File: config.mk
export PLATFORM = sky130hd
export DESIGN_NAME = fk_sample_scheduler
export DESIGN_NICKNAME = d
export VERILOG_FILES = /design/src/rtl/fk_sample_scheduler.sv
export SDC_FILE = /design/constraint.sdc
export NUM_CORES = 1
export LEC_CHECK = 0
export ABC_CLOCK_PERIOD_IN_PS = 3700
export CORE_ASPECT_RATIO = 0.6
export CORE_MARGIN = 8
export CORE_UTILIZATION = 45
export CTS_CLUSTER_SIZE = 12
export DETAILED_ROUTE_END_ITERATION = 7
export PLACE_DENSITY_LB_ADDON = 0.08
export SYNTH_ARGS = -nofsm -noshare
export SYNTH_HDL_FRONTEND = slang
export SYNTH_SLANG_ARGS = --single-unit
File: constraint.sdc
create_clock -name clk -period 3.7 [get_ports clk]
set_input_delay 0.37 -clock clk [delete_from_list [all_inputs] [get_ports clk]]
set_output_delay 0.37 -clock clk [all_outputs]
set_load 0.05 [all_outputs]
File: src/rtl/fk_sample_scheduler.sv
// Periodic sample sequencer for the forward-kinematics stage: snapshots the joint
// angles on every sample tick, launches one FK computation, captures the result
// with a sequence tag and recovers the FK stage through a watchdog when it stalls.
module fk_sample_scheduler #(
    parameter int PERIOD_CYCLES  = 5000,
    parameter int TIMEOUT_CYCLES = 200,
    parameter int RECOVER_CYCLES = 2
) (
    input  logic               clk,
    input  logic               reset,
    input  logic               run,
    input  logic signed [12:0] theta1_in,
    input  logic signed [12:0] theta2_in,
    output logic signed [12:0] fk_theta1,
    output logic signed [12:0] fk_theta2,
    output logic               fk_enable,
    output logic               fk_reset,
    input  logic        [13:0] fk_x,
    input  logic        [13:0] fk_y,
    input  logic               fk_data_ready,
    output logic        [13:0] x_out,
    output logic        [13:0] y_out,
    output logic               pos_valid,
    output logic         [7:0] pos_seq,
    output logic               busy,
    output logic         [7:0] overrun_cnt,
    output logic               timeout_err,
    input  logic               clear_err
);

    typedef enum logic [2:0] {
        IDLE,
        WAIT_TICK,
        LAUNCH,
        WAIT_RESULT,
        CAPTURE,
        RECOVER
    } state_t;

    localparam logic [15:0] PERIOD_LAST  = 16'(PERIOD_CYCLES - 1);
    localparam logic [15:0] TIMEOUT_LAST = 16'(TIMEOUT_CYCLES - 1);
    localparam logic [15:0] RECOVER_LAST = 16'(RECOVER_CYCLES - 1);

    state_t      state;
    state_t      nextState;
    logic [15:0] periodCnt;
    logic [15:0] watchdog;
    logic [15:0] recoverCnt;
    logic        readyPrev;
    logic        tick;
    logic        readyRise;
    logic        inFlight;
    logic        enterLaunch;
    logic        enterCapture;
    logic        enterRecover;

    assign tick         = run && (periodCnt == PERIOD_LAST);
    assign readyRise    = fk_data_ready && !readyPrev;
    assign inFlight     = (state == LAUNCH) || (state == WAIT_RESULT) ||
                          (state == CAPTURE) || (state == RECOVER);
    assign enterLaunch  = (state == WAIT_TICK) && (nextState == LAUNCH);
    assign enterCapture = (state == WAIT_RESULT) && (nextState == CAPTURE);
    assign enterRecover = (state == WAIT_RESULT) && (nextState == RECOVER);

    // Free-running sample period counter, held at zero whenever scheduling is off
    always_ff @(posedge clk or posedge reset) begin
        if (reset)
            periodCnt <= '0;
        else if (!run)
            periodCnt <= '0;
        else if (periodCnt == PERIOD_LAST)
            periodCnt <= '0;
        else
            periodCnt <= periodCnt + 16'd1;
    end

    // Previous data-ready level so only a rising edge counts as a new result
    always_ff @(posedge clk or posedge reset) begin
        if (reset)
            readyPrev <= 1'b0;
        else
            readyPrev <= fk_data_ready;
    end

    // State register
    always_ff @(posedge clk or posedge reset) begin
        if (reset)
            state <= IDLE;
        else
            state <= nextState;
    end

    // Next-state logic plus the Moore strobes toward the FK stage
    always_comb begin
        nextState = state;
        fk_enable = 1'b0;
        fk_reset  = 1'b0;
        busy      = inFlight;
        case (state)
            IDLE:        if (run) nextState = WAIT_TICK;
            WAIT_TICK: begin
                if (!run)
                    nextState = IDLE;
                else if (tick)
                    nextState = LAUNCH;
            end
            LAUNCH: begin
                fk_enable = 1'b1;
                nextState = WAIT_RESULT;
            end
            WAIT_RESULT: begin
                if (readyRise)
                    nextState = CAPTURE;
                else if (watchdog == TIMEOUT_LAST)
                    nextState = RECOVER;
            end
            CAPTURE:     nextState = run ? WAIT_TICK : IDLE;
            RECOVER: begin
                fk_reset = 1'b1;
                if (recoverCnt == RECOVER_LAST)
                    nextState = run ? WAIT_TICK : IDLE;
            end
            default:     nextState = IDLE;
        endcase
    end

    // Watchdog starts at zero in the launch cycle and runs until the result or expiry
    always_ff @(posedge clk or posedge reset) begin
        if (reset)
            watchdog <= '0;
        else if (enterLaunch)
            watchdog <= '0;
        else if ((state == LAUNCH) || (state == WAIT_RESULT))
            watchdog <= watchdog + 16'd1;
    end

    // Counts how long the FK stage has been held in recovery reset
    always_ff @(posedge clk or posedge reset) begin
        if (reset)
            recoverCnt <= '0;
        else if (state != RECOVER)
            recoverCnt <= '0;
        else
            recoverCnt <= recoverCnt + 16'd1;
    end

    // Angle snapshot taken on the launching edge and held for the whole computation
    always_ff @(posedge clk or posedge reset) begin
        if (reset) begin
            fk_theta1 <= '0;
            fk_theta2 <= '0;
        end else if (enterLaunch) begin
            fk_theta1 <= theta1_in;
            fk_theta2 <= theta2_in;
        end
    end

    // Result capture: position, valid pulse and sequence tag appear together in CAPTURE
    always_ff @(posedge clk or posedge reset) begin
        if (reset) begin
            x_out     <= '0;
            y_out     <= '0;
            pos_valid <= 1'b0;
            pos_seq   <= '0;
        end else begin
            pos_valid <= enterCapture;
            if (enterCapture) begin
                x_out   <= fk_x;
                y_out   <= fk_y;
                pos_seq <= pos_seq + 8'd1;
            end
        end
    end

    // Error reporting; a new timeout or dropped tick takes priority over a clear
    always_ff @(posedge clk or posedge reset) begin
        if (reset) begin
            timeout_err <= 1'b0;
            overrun_cnt <= '0;
        end else begin
            if (enterRecover)
                timeout_err <= 1'b1;
            else if (clear_err)
                timeout_err <= 1'b0;

            if (tick && inFlight) begin
                if (overrun_cnt != 8'hFF)
                    overrun_cnt <= overrun_cnt + 8'd1;
            end else if (clear_err) begin
                overrun_cnt <= '0;
            end
        end
    end

endmodule
======== Word level (Yosys, flattened, before mapping) ========
Cells that the tools add are included.
word-level totals
  register bits ........................... 124
  bits in latches ......................... 0
  bits in writable memories ............... 0
  memory bits (read-only) ................. 0
  bits of input ports ..................... 59
  output and inout bits ................... 75
  logic and storage cells ................. 67
  memories kept ........................... 0
operators by class
  add/sub/neg operators ................... 5
  $mul .................................... 0
  divide/modulo/power cells ............... 0
  magnitude comparators ................... 0
  eq/ne operators ......................... 14
  shift-type cells ........................ 0
  mux-type cells .......................... 20
  bitwise logic cells ..................... 0
  reductions and logical operators ........ 15
operators with widths
  kind                     number
  $mux W16                 5
  $add A16 B1 Y16 const B  3
  $mux W8                  3
  $mux W3                  6
  $pmux W3 S6              1
  $add A8 B1 Y8 const B    2
  $eq A16 B1 Y1 const B    1
  $eq A16 B13 Y1 const B   1
  $eq A16 B8 Y1 const B    1
  $eq A3 B3 Y1 const B     4
  $eq A3 B2 Y1 const B     3
  $ne A8 B8 Y1 const B     1
  $logic_and A1 B1 Y1      6
  $reduce_bool A2 Y1       3
  $mux W1                  5
  $eq A3 B1 Y1 const B     1
  $logic_not A3 Y1         1
  $logic_or A1 B1 Y1       3
  $ne A3 B3 Y1 const B     1
  $ne A2 B1 Y1 const B     1
  $reduce_and A2 Y1        1
  $logic_not A1 Y1         1

======== Longest topological paths before layout ========
Gate-level depths: netlist of run 1.
  depth after elaboration ................. 8
  depth in mapped cells ................... 8
  mapped depth without buffers ............ 6

======== Worst setup path before layout of run 1 ========
Ideal clock, no wire load.
  path kind ............................... reg2reg
  from .................................... reg periodCnt[4]
  to ...................................... reg fk_theta2[0]
  library setup time ...................... 125 ps
  data arrival time ....................... 2225 ps
  required time ........................... 3575 ps
  setup slack ............................. 1350 ps
  cell stages (with the launch flop) ...... 7
  path buffers ............................ 1
  period minus slack after synthesis ...... 2350 ps
  path through ............................ dfrtp_1 -> or4_4 -> nor4_4 -> nand2_2 -> nor3_4 -> buf_6 -> mux2_4
between the ends
  longest elaborated chain between the ends .. 7
ends and longest elaborated chain
  item                      RTL line  text
  start: declaration        46        logic [15:0] periodCnt;
  start signal: assignment  74        periodCnt <= periodCnt + 16'd1;
  $eq A16 B13 Y1            57        assign tick = run && (periodCnt == PERIOD_LAST);
  $logic_and A1 B1 Y1       57
  $mux W3                   104       else if (tick)
  $mux W3                   102       if (!run)
  $pmux W3 S6               99        case (state)
  $eq A3 B2 Y1              61        assign enterLaunch = (state == WAIT_TICK) && (nextState == LAUNCH);
  $logic_and A1 B1 Y1       61
  end signal: assignment    154       fk_theta2 <= theta2_in;
  end: declaration          15        output logic signed [12:0] fk_theta2,
Every way passes these cells.
A chain may end at the register's enable or synchronous reset.

======== Worst setup path after layout of run 1 ========
  from .................................... reg state[1]
  to ...................................... out fk_reset
between the ends
  longest elaborated chain between the ends .. 2
ends and longest elaborated chain
  item                      RTL line  text
  start: declaration        44        state_t state;
  start signal: assignment  90        state <= nextState;
  $eq A3 B3 Y1              99
  $mux W1                   99
  end: declaration          17        output logic fk_reset,
Every way passes these cells.

==> metrics.log, run 1 <==
[metrics] run status: complete, no violations
[metrics] share of final-layout standard cells stronger than drive strength 1: 16.6%
[metrics] critical path's slowest cell: sky130_fd_sc_hd__clkdlybuf4s50_1
[metrics] launch point of the worst reg-to-reg path: periodCnt[0]
[metrics] total detailed-routing wirelength: 13,400 um
[metrics] part of the power in combinational logic: 6.5%
[metrics] post-cts repair resize count: 0
[metrics] routed vias: 4,000
[metrics] TritonCTS clock tree: built
[metrics] power density over the cells: 435 nW/um2
[metrics] Die Span X: 159 um
[metrics] post-DR vias/cell: 5.17
[metrics] startpoint type of the worst setup path: register
[metrics] capturing point of the worst reg2reg path: fk_theta1[12]
[metrics] number of fillers in the final layout: 927
[metrics] die height: 102 um
[metrics] final setup TNS: 0 ns
[metrics] global-route wire length before repair: 21,800 um
[metrics] post-synthesis cell count: 453
[metrics] Clock Pin Slew Worst Setup and Hold Paths: 0.05 ns
[metrics] GRT overflow: 0
[metrics] overall track demand over capacity in global routing: 16.8%
[metrics] number of synthesized flops with an enable pin: 0
[metrics] Die Outline Area: 16,300 um2
[metrics] later-pin clock latency in the skew report: 0.41 ns
[metrics] number of warnings reported in the yosys synthesis log: 0
[metrics] post-route fraction of the period consumed by the critical path: 80.8%
[metrics] unrepaired setup endpoints after global routing: no
[metrics] average wire per cell in the routed design: 17.3 um
[metrics] DRC violation total after the first TritonRoute iteration: 229
[metrics] floorplan row count: 31
[metrics] number of different library cells in the post-synthesis netlist: 51
[metrics] final estimated routing congestion in global placement: 0.828
[metrics] crit path kind: register to primary output
[metrics] sequential area share after synthesis: 55.9%
[metrics] post-layout total power: 3330 uW
[metrics] fraction of power consumed by sequential logic: 41.8%
[metrics] total inserted antenna cells: 0
[metrics] count of TritonRoute iterations in the first routing pass: 4
[metrics] input/output buffers: 133
[metrics] Layout area overhead: 38.0%
[metrics] initial core utilization: 46.0%
[metrics] synthesis-stage register bit count: 124
[metrics] pin slew with the least headroom to its limit: 0.716 ns
[metrics] total count of hold-check failures in the final report: 0
[metrics] Pint: 2610 uW
[metrics] setup clock skew after layout: 0.00808 ns
[metrics] most used flip-flop cell after synthesis: sky130_fd_sc_hd__dfrtp_1
[metrics] post-detailed-route DRC marker count: 0
[metrics] proportion of register bits with asynchronous set or reset after synthesis: 100%
[metrics] number of endpoints failing setup at the final stage: 0
[metrics] cell taking the most area after synthesis: sky130_fd_sc_hd__dfrtp_1
[metrics] H-tree levels: 4
[metrics] flip-flop and latch area: 3100 um2
[metrics] Pleak: 0.00318 uW
[metrics] syn nets: 518
[metrics] Net Switching: 721 uW
[metrics] CP Data Arrival Time: 2.62 ns
[metrics] FF-to-FF setup slack: 1.23 ns
[metrics] maximum vdd ir drop: 0.324 mV
[metrics] clock buffers created by TritonCTS: 17
[metrics] post-synthesis cell area: 5550 um2
[metrics] Layout Nets: 661
[metrics] average instance area after synthesis: 12.2 um2
[metrics] final critical delay including setup and external delays: 2.99 ns
[metrics] ANT nets after route: 0
[metrics] worst relative slew slack: 52.3%
[metrics] worst hold-check path type: input pin to async pin
[metrics] number of antenna violations at the first check in global routing: 0
[metrics] cell types with the largest area share after synthesis: sky130_fd_sc_hd__dfrtp_1 (56%), sky130_fd_sc_hd__mux2_2 (6.9%), sky130_fd_sc_hd__mux2_4 (6.0%), sky130_fd_sc_hd__xor2_1 (4.7%), sky130_fd_sc_hd__nor2_1 (3.9%)
[metrics] Net Sw Frac: 21.6%
[metrics] ordered list of cells on the worst path: clkinv_1 > nand3_1 > inv_1 > clkdlybuf4s50_1
[metrics] endpoint class of the critical path: primary output
[metrics] number of global-route vias before repair: 4,121
[metrics] Final Slew Violations: 0
[metrics] total number of clock tree sinks: 124
[metrics] top-level I/O count: 134
[metrics] delay of the slowest critical-path stage: 0.84 ns
[metrics] data required time at the worst endpoint: 3.33 ns
[metrics] core region area: 12,100 um2
[metrics] worst-case reg-to-reg path depth: 7
[metrics] worst-path maximum fanout: 17
[metrics] hold bufs inserted after CTS: 0
[metrics] clock power share: 51.7%
[metrics] DP Wirelength: 9410 um
[metrics] area occupied by multi-input gates: 2310 um2
[metrics] fraction of synthesized cell area taken by the top area cell type: 55.9%
[metrics] buffer count from post-CTS setup fixing: 0
[metrics] number of violations of the max-capacitance limit: 0
[metrics] pin count of the biggest net entering global routing: 70
[metrics] Root Buffer Master: sky130_fd_sc_hd__clkbuf_16
[metrics] Fmax achieved: 335 MHz
[metrics] maximum root-to-sink buffer count: 2
[metrics] worst hold slack after final layout: 0.428 ns
==> logic make-up (layout without fill, tap and decap cells) <==
group / after synthesis / count (layout) / synth area share, %
and+or+nand+nor: 171 / 171 / 16.4
AOI/OAI and AO/OA: 24 / 24 / 2.95
DFF: 124 / 124 / 55.9
muxes: 58 / 58 / 13.2
xor gates and xnor gates: 48 / 48 / 7.58
buffers and inverters: 22 / 177 / 2.55
adders and majority gates: 6 / 6 / 1.35
==> power groups by stage <==
stage | clock, uW | sequential, uW | combinational, uW
floorplan | 0 | 1470 | 46.0
global placement | 0 | 1410 | 217
detailed placement | 0 | 1420 | 219
CTS | 1760 | 1390 | 220
global route | 1820 | 1400 | 233
finish | 1720 | 1390 | 216
==> state kept, by name, summed over array words and instances (netlist names) <==
register and cells:
x_out 14, pos_valid 1, fk_theta2 13, y_out 14
recoverCnt 16, periodCnt 16, overrun_cnt 8, timeout_err 1
pos_seq 8, state 3, watchdog 16, fk_theta1 13
readyPrev 1
==> cell usage in the layout, fill, tap and decap left out, drive strengths merged, types with 2 or more instances in the layout <==
master,n
nor2b,2
a21oi,5
o21ai,5
clkbuf,19
and4,8
nor2,58
or3,5
nand2,25
xnor2,18
o211ai,2
ha,6
clkinv,6
nor4,7
xor2,30
mux2,56
o31ai,3
or4,2
clkdlybuf4s50,133
mux2i,2
nor4b,2
dfrtp,124
bufinv,4
nand3,18
nand4,24
and3,5
nor3,9
inv,9
clkinvlp,3
buf,3
==> worst max-delay path: cells and delay by family (launching register included) <==
kind / cells / cell delay (ns)
AND/OR/NAND/NOR: 1 / 0.47
flip-flops: 1 / 0.48
buffers and inverters: 3 / 1.27
==> how the worst max path moves through the flow <==
| stage | start | to | slack, ns | depth (start not counted) |
|---|---|---|---|---|
| 6_report | state[1] | fk_reset | 0.71 | 4 |
| 5_1_grt | state[1] | fk_reset | 0.54 | 4 |
| 4_1_cts | state[1] | fk_reset | 0.69 | 4 |
| 3_5_place_dp | state[1] | fk_reset | 1.12 | 4 |
| 3_3_place_gp | state[1] | fk_reset | 1.14 | 4 |
| 2_1_floorplan | reset | fk_theta1[0] | 0.03 | 1 |
==> synthesized netlist by cell type, types with 2 or more instances <==
library cell and n:
sky130_fd_sc_hd__and4_1 7, sky130_fd_sc_hd__buf_12 2, sky130_fd_sc_hd__ha_1 6, sky130_fd_sc_hd__mux2_2 34, sky130_fd_sc_hd__o211ai_1 2, sky130_fd_sc_hd__xnor2_1 18, sky130_fd_sc_hd__clkbuf_1 6, sky130_fd_sc_hd__nor4_1 6
sky130_fd_sc_hd__nand2_1 24, sky130_fd_sc_hd__nor2_1 58, sky130_fd_sc_hd__inv_1 9, sky130_fd_sc_hd__o21ai_0 5, sky130_fd_sc_hd__or3_1 5, sky130_fd_sc_hd__or4_4 2, sky130_fd_sc_hd__dfrtp_1 124, sky130_fd_sc_hd__mux2_4 22
sky130_fd_sc_hd__nor3_1 8, sky130_fd_sc_hd__nand3_1 18, sky130_fd_sc_hd__and3_1 4, sky130_fd_sc_hd__mux2i_1 2, sky130_fd_sc_hd__a21oi_1 5, sky130_fd_sc_hd__o31ai_1 3, sky130_fd_sc_hd__nor2b_1 2, sky130_fd_sc_hd__buf_6 2
sky130_fd_sc_hd__xor2_1 30, sky130_fd_sc_hd__nand4_1 24
==> stage by stage <==
step | utilization, % | std cells | cell area [um2] | setup WS (ns)
2_1_floorplan | - | 453 | 5550 | 0.0308
3_3_place_gp | 58.4 | 742 | 7040 | 1.14
3_5_place_dp | 58.4 | 742 | 7040 | 1.12
4_1_cts | 63.5 | 773 | 7650 | 0.691
5_1_grt | 63.5 | 773 | 7650 | 0.541
6_report | 63.5 | 773 | 7650 | 0.712
==> routing by layer <==
metal / vias up / track usage, % / wire length, um / part of all wire [%]
li1: 1893 / - / - / -
met1: 1967 / 21.7 / 6180 / 46
met2: 128 / 24.4 / 5760 / 43
met3: 12 / 8.53 / 1290 / 9.6
met4: 0 / 5.05 / 136 / 1.0
met5: - / 0 / 0 / 0
==> final cells by class <==
type | instances | share of cell area [%]
Timing Repair Buffer | 136 | 18.0
Sequential cell | 124 | 40.5
Tap cell | 165 | 2.70
Clock inverter | 12 | 2.24
Clock buffer | 19 | 5.79
Multi-Input combinational cell | 307 | 30.2
Inverter | 10 | 0.523
Note: power is estimated with default switching activity, not from simulation.
==> run 2: changes to the inputs <==
--- a/config.mk
+++ b/config.mk
@@ -5,7 +5,7 @@
 export SDC_FILE = /design/constraint.sdc
 export NUM_CORES = 1
 export LEC_CHECK = 0
-export ABC_CLOCK_PERIOD_IN_PS = 3700
+export ABC_CLOCK_PERIOD_IN_PS = 2700
 export CORE_ASPECT_RATIO = 0.6
 export CORE_MARGIN = 8
 export CORE_UTILIZATION = 45
==> constraint.sdc (replaced) <==
create_clock -name clk -period 2.7 [get_ports clk]
set_input_delay 0.27 -clock clk [delete_from_list [all_inputs] [get_ports clk]]
set_output_delay 0.27 -clock clk [all_outputs]
set_load 0.05 [all_outputs]
==> run 2 against run 1 <==
Hold slack got worse by 0.13 ns. Sequential cell count did not move. Global-route usage fell by 0.32 points. Setup slack got worse by 0.51 ns. Critical path type unchanged. Via count fell by 0.68%. Clock skew rose by 0.0029 ns. Die area did not move.
==> metrics.log, run 2 (synthesis results as in run 1) <==
[metrics] total routed wire length on the met1 layer: 5890 um
[metrics] number of endpoints failing setup at the final stage: 0
[metrics] Die Outline Area: 16,300 um2
[metrics] pin slew with the least headroom to its limit: 0.620 ns
[metrics] number of global-route vias before repair: 4,091
[metrics] total count of hold-check failures in the final report: 0
[metrics] commonest non-fill, non-tap cell in the layout: sky130_fd_sc_hd__clkdlybuf4s50_1
[metrics] worst relative slew slack: 58.6%
[metrics] input/output buffers: 133
[metrics] post-DR vias/cell: 5.11
[metrics] Final Slew Violations: 0
[metrics] crit path kind: register to primary output
[metrics] TritonCTS clock tree: built
[metrics] Largest regs: periodCnt (16), recoverCnt (16), watchdog (16)
[metrics] endpoint class of the critical path: primary output
[metrics] die height: 102 um
[metrics] Clock Pin Slew Worst Setup and Hold Paths: 0.05 ns
[metrics] total number of clock tree sinks: 124
[metrics] final estimated routing congestion in global placement: 0.803
[metrics] maximum vdd ir drop: 0.362 mV
[metrics] Detail Route met2 WL: 5670 um
[metrics] share of final-layout standard cells stronger than drive strength 1: 17.2%
[metrics] worst hold slack after final layout: 0.298 ns
[metrics] H-tree levels: 4
[metrics] DRC violation total after the first TritonRoute iteration: 247
[metrics] data required time at the worst endpoint: 2.43 ns
[metrics] global-route wire length before repair: 21,300 um
[metrics] GRT overflow: 0
[metrics] clock buffers created by TritonCTS: 17
[metrics] setup clock skew after layout: 0.0110 ns
[metrics] maximum root-to-sink buffer count: 2
[metrics] DP Wirelength: 9280 um
[metrics] final critical delay including setup and external delays: 2.50 ns
[metrics] routed vias: 3,973
[metrics] startpoint type of the worst setup path: register
[metrics] number of antenna violations at the first check in global routing: 0
[metrics] post-detailed-route DRC marker count: 0
[metrics] Layout area overhead: 39.2%
[metrics] Post-Layout Cell Count: 777
[metrics] Die Span X: 159 um
[metrics] detailed route wirelength on metal3: 1200 um
[metrics] commonest cells after routing, fill and taps aside: sky130_fd_sc_hd__clkdlybuf4s50_1 (132), sky130_fd_sc_hd__dfrtp_1 (124), sky130_fd_sc_hd__nor2_1 (58), sky130_fd_sc_hd__mux2_2 (34), sky130_fd_sc_hd__xor2_1 (30)
[metrics] ANT nets after route: 0
[metrics] run status: complete, no violations
[metrics] Fmax achieved: 401 MHz
[metrics] average wire per cell in the routed design: 16.5 um
[metrics] unrepaired setup endpoints after global routing: no
[metrics] later-pin clock latency in the skew report: 0.41 ns
[metrics] post-cts repair resize count: 0
[metrics] top-level I/O count: 134
[metrics] number of placed cells counting well taps: 745
[metrics] pin count of the biggest net entering global routing: 46
[metrics] Pleak: 0.00320 uW
[metrics] power density over the cells: 606 nW/um2
[metrics] worst-path maximum fanout: 7
[metrics] total detailed-routing wirelength: 12,800 um
[metrics] final setup TNS: 0 ns
[metrics] overall track demand over capacity in global routing: 16.5%
[metrics] hold bufs inserted after CTS: 0
[metrics] worst hold-check path type: input pin to async pin
[metrics] core region area: 12,100 um2
[metrics] CP Data Arrival Time: 2.23 ns
[metrics] post-route fraction of the period consumed by the critical path: 92.5%
[metrics] Layout Nets: 664
[metrics] top routing layer in use: met4
[metrics] count of TritonRoute iterations in the first routing pass: 5
[metrics] number of violations of the max-capacitance limit: 0
[metrics] buffer count from post-CTS setup fixing: 0
[metrics] floorplan row count: 31
[metrics] initial core utilization: 46.0%
[metrics] Root Buffer Master: sky130_fd_sc_hd__clkbuf_16
[metrics] total inserted antenna cells: 0
run 2: final cells by class:
cell class / instances / area, um2
Fill cell: 933 / 4340
Tap cell: 165 / 206
Sequential cell: 124 / 3100
Inverter: 10 / 41.3
Timing Repair Buffer: 139 / 1410
Multi-Input combinational cell: 307 / 2310
Clock inverter: 13 / 216
Clock buffer: 19 / 433
run 2: metal layers:
layer	GRT usage, %	vias to the layer above
met4	3.89	0
li1	-	1899
met5	0	-
met3	9.21	8
met1	20.9	1951
met2	24.3	115
run 2: final timing paths:
path,startpoint,endpoint,slack [ns],depth (start not counted)
setup / recovery,state[1],fk_enable,0.20,3
hold / removal,reset,pos_seq[7],0.30,2
setup reg to reg,periodCnt[10],fk_theta1[10],0.24,6
hold reg to reg,pos_seq[7],pos_seq[7],0.47,1
max in group asynchronous,reset,periodCnt[0],1.63,3
min in group clk,fk_data_ready,readyPrev,0.38,1
run 2: report_power, final:
group	total [uW]	internal [uW]	switching [uW]	leakage, uW
Combinational	299	139	161	0.00129
Clock	2480	1650	833	0.000304
Sequential	1910	1890	19.8	0.00161
run 2: per-stage QoR:
stage,power (uW),worst slack [ns],cell area (um2),utilization (%)
after global placement,2240,0.299,7070,58.6
after global routing,4850,0.0679,7720,64.0
after detailed placement,2240,0.256,7070,58.6
after floorplan,2080,0.350,5550,-
after CTS,4740,0.158,7720,64.0
final,4680,0.203,7720,64.0
run 2: critical path, cell delays in order (launching register included):
cell and delay (ns):
sky130_fd_sc_hd__dfrtp_1 0.52, sky130_fd_sc_hd__clkinv_1 0.27, sky130_fd_sc_hd__nor3_1 0.19, sky130_fd_sc_hd__clkdlybuf4s50_1 0.85
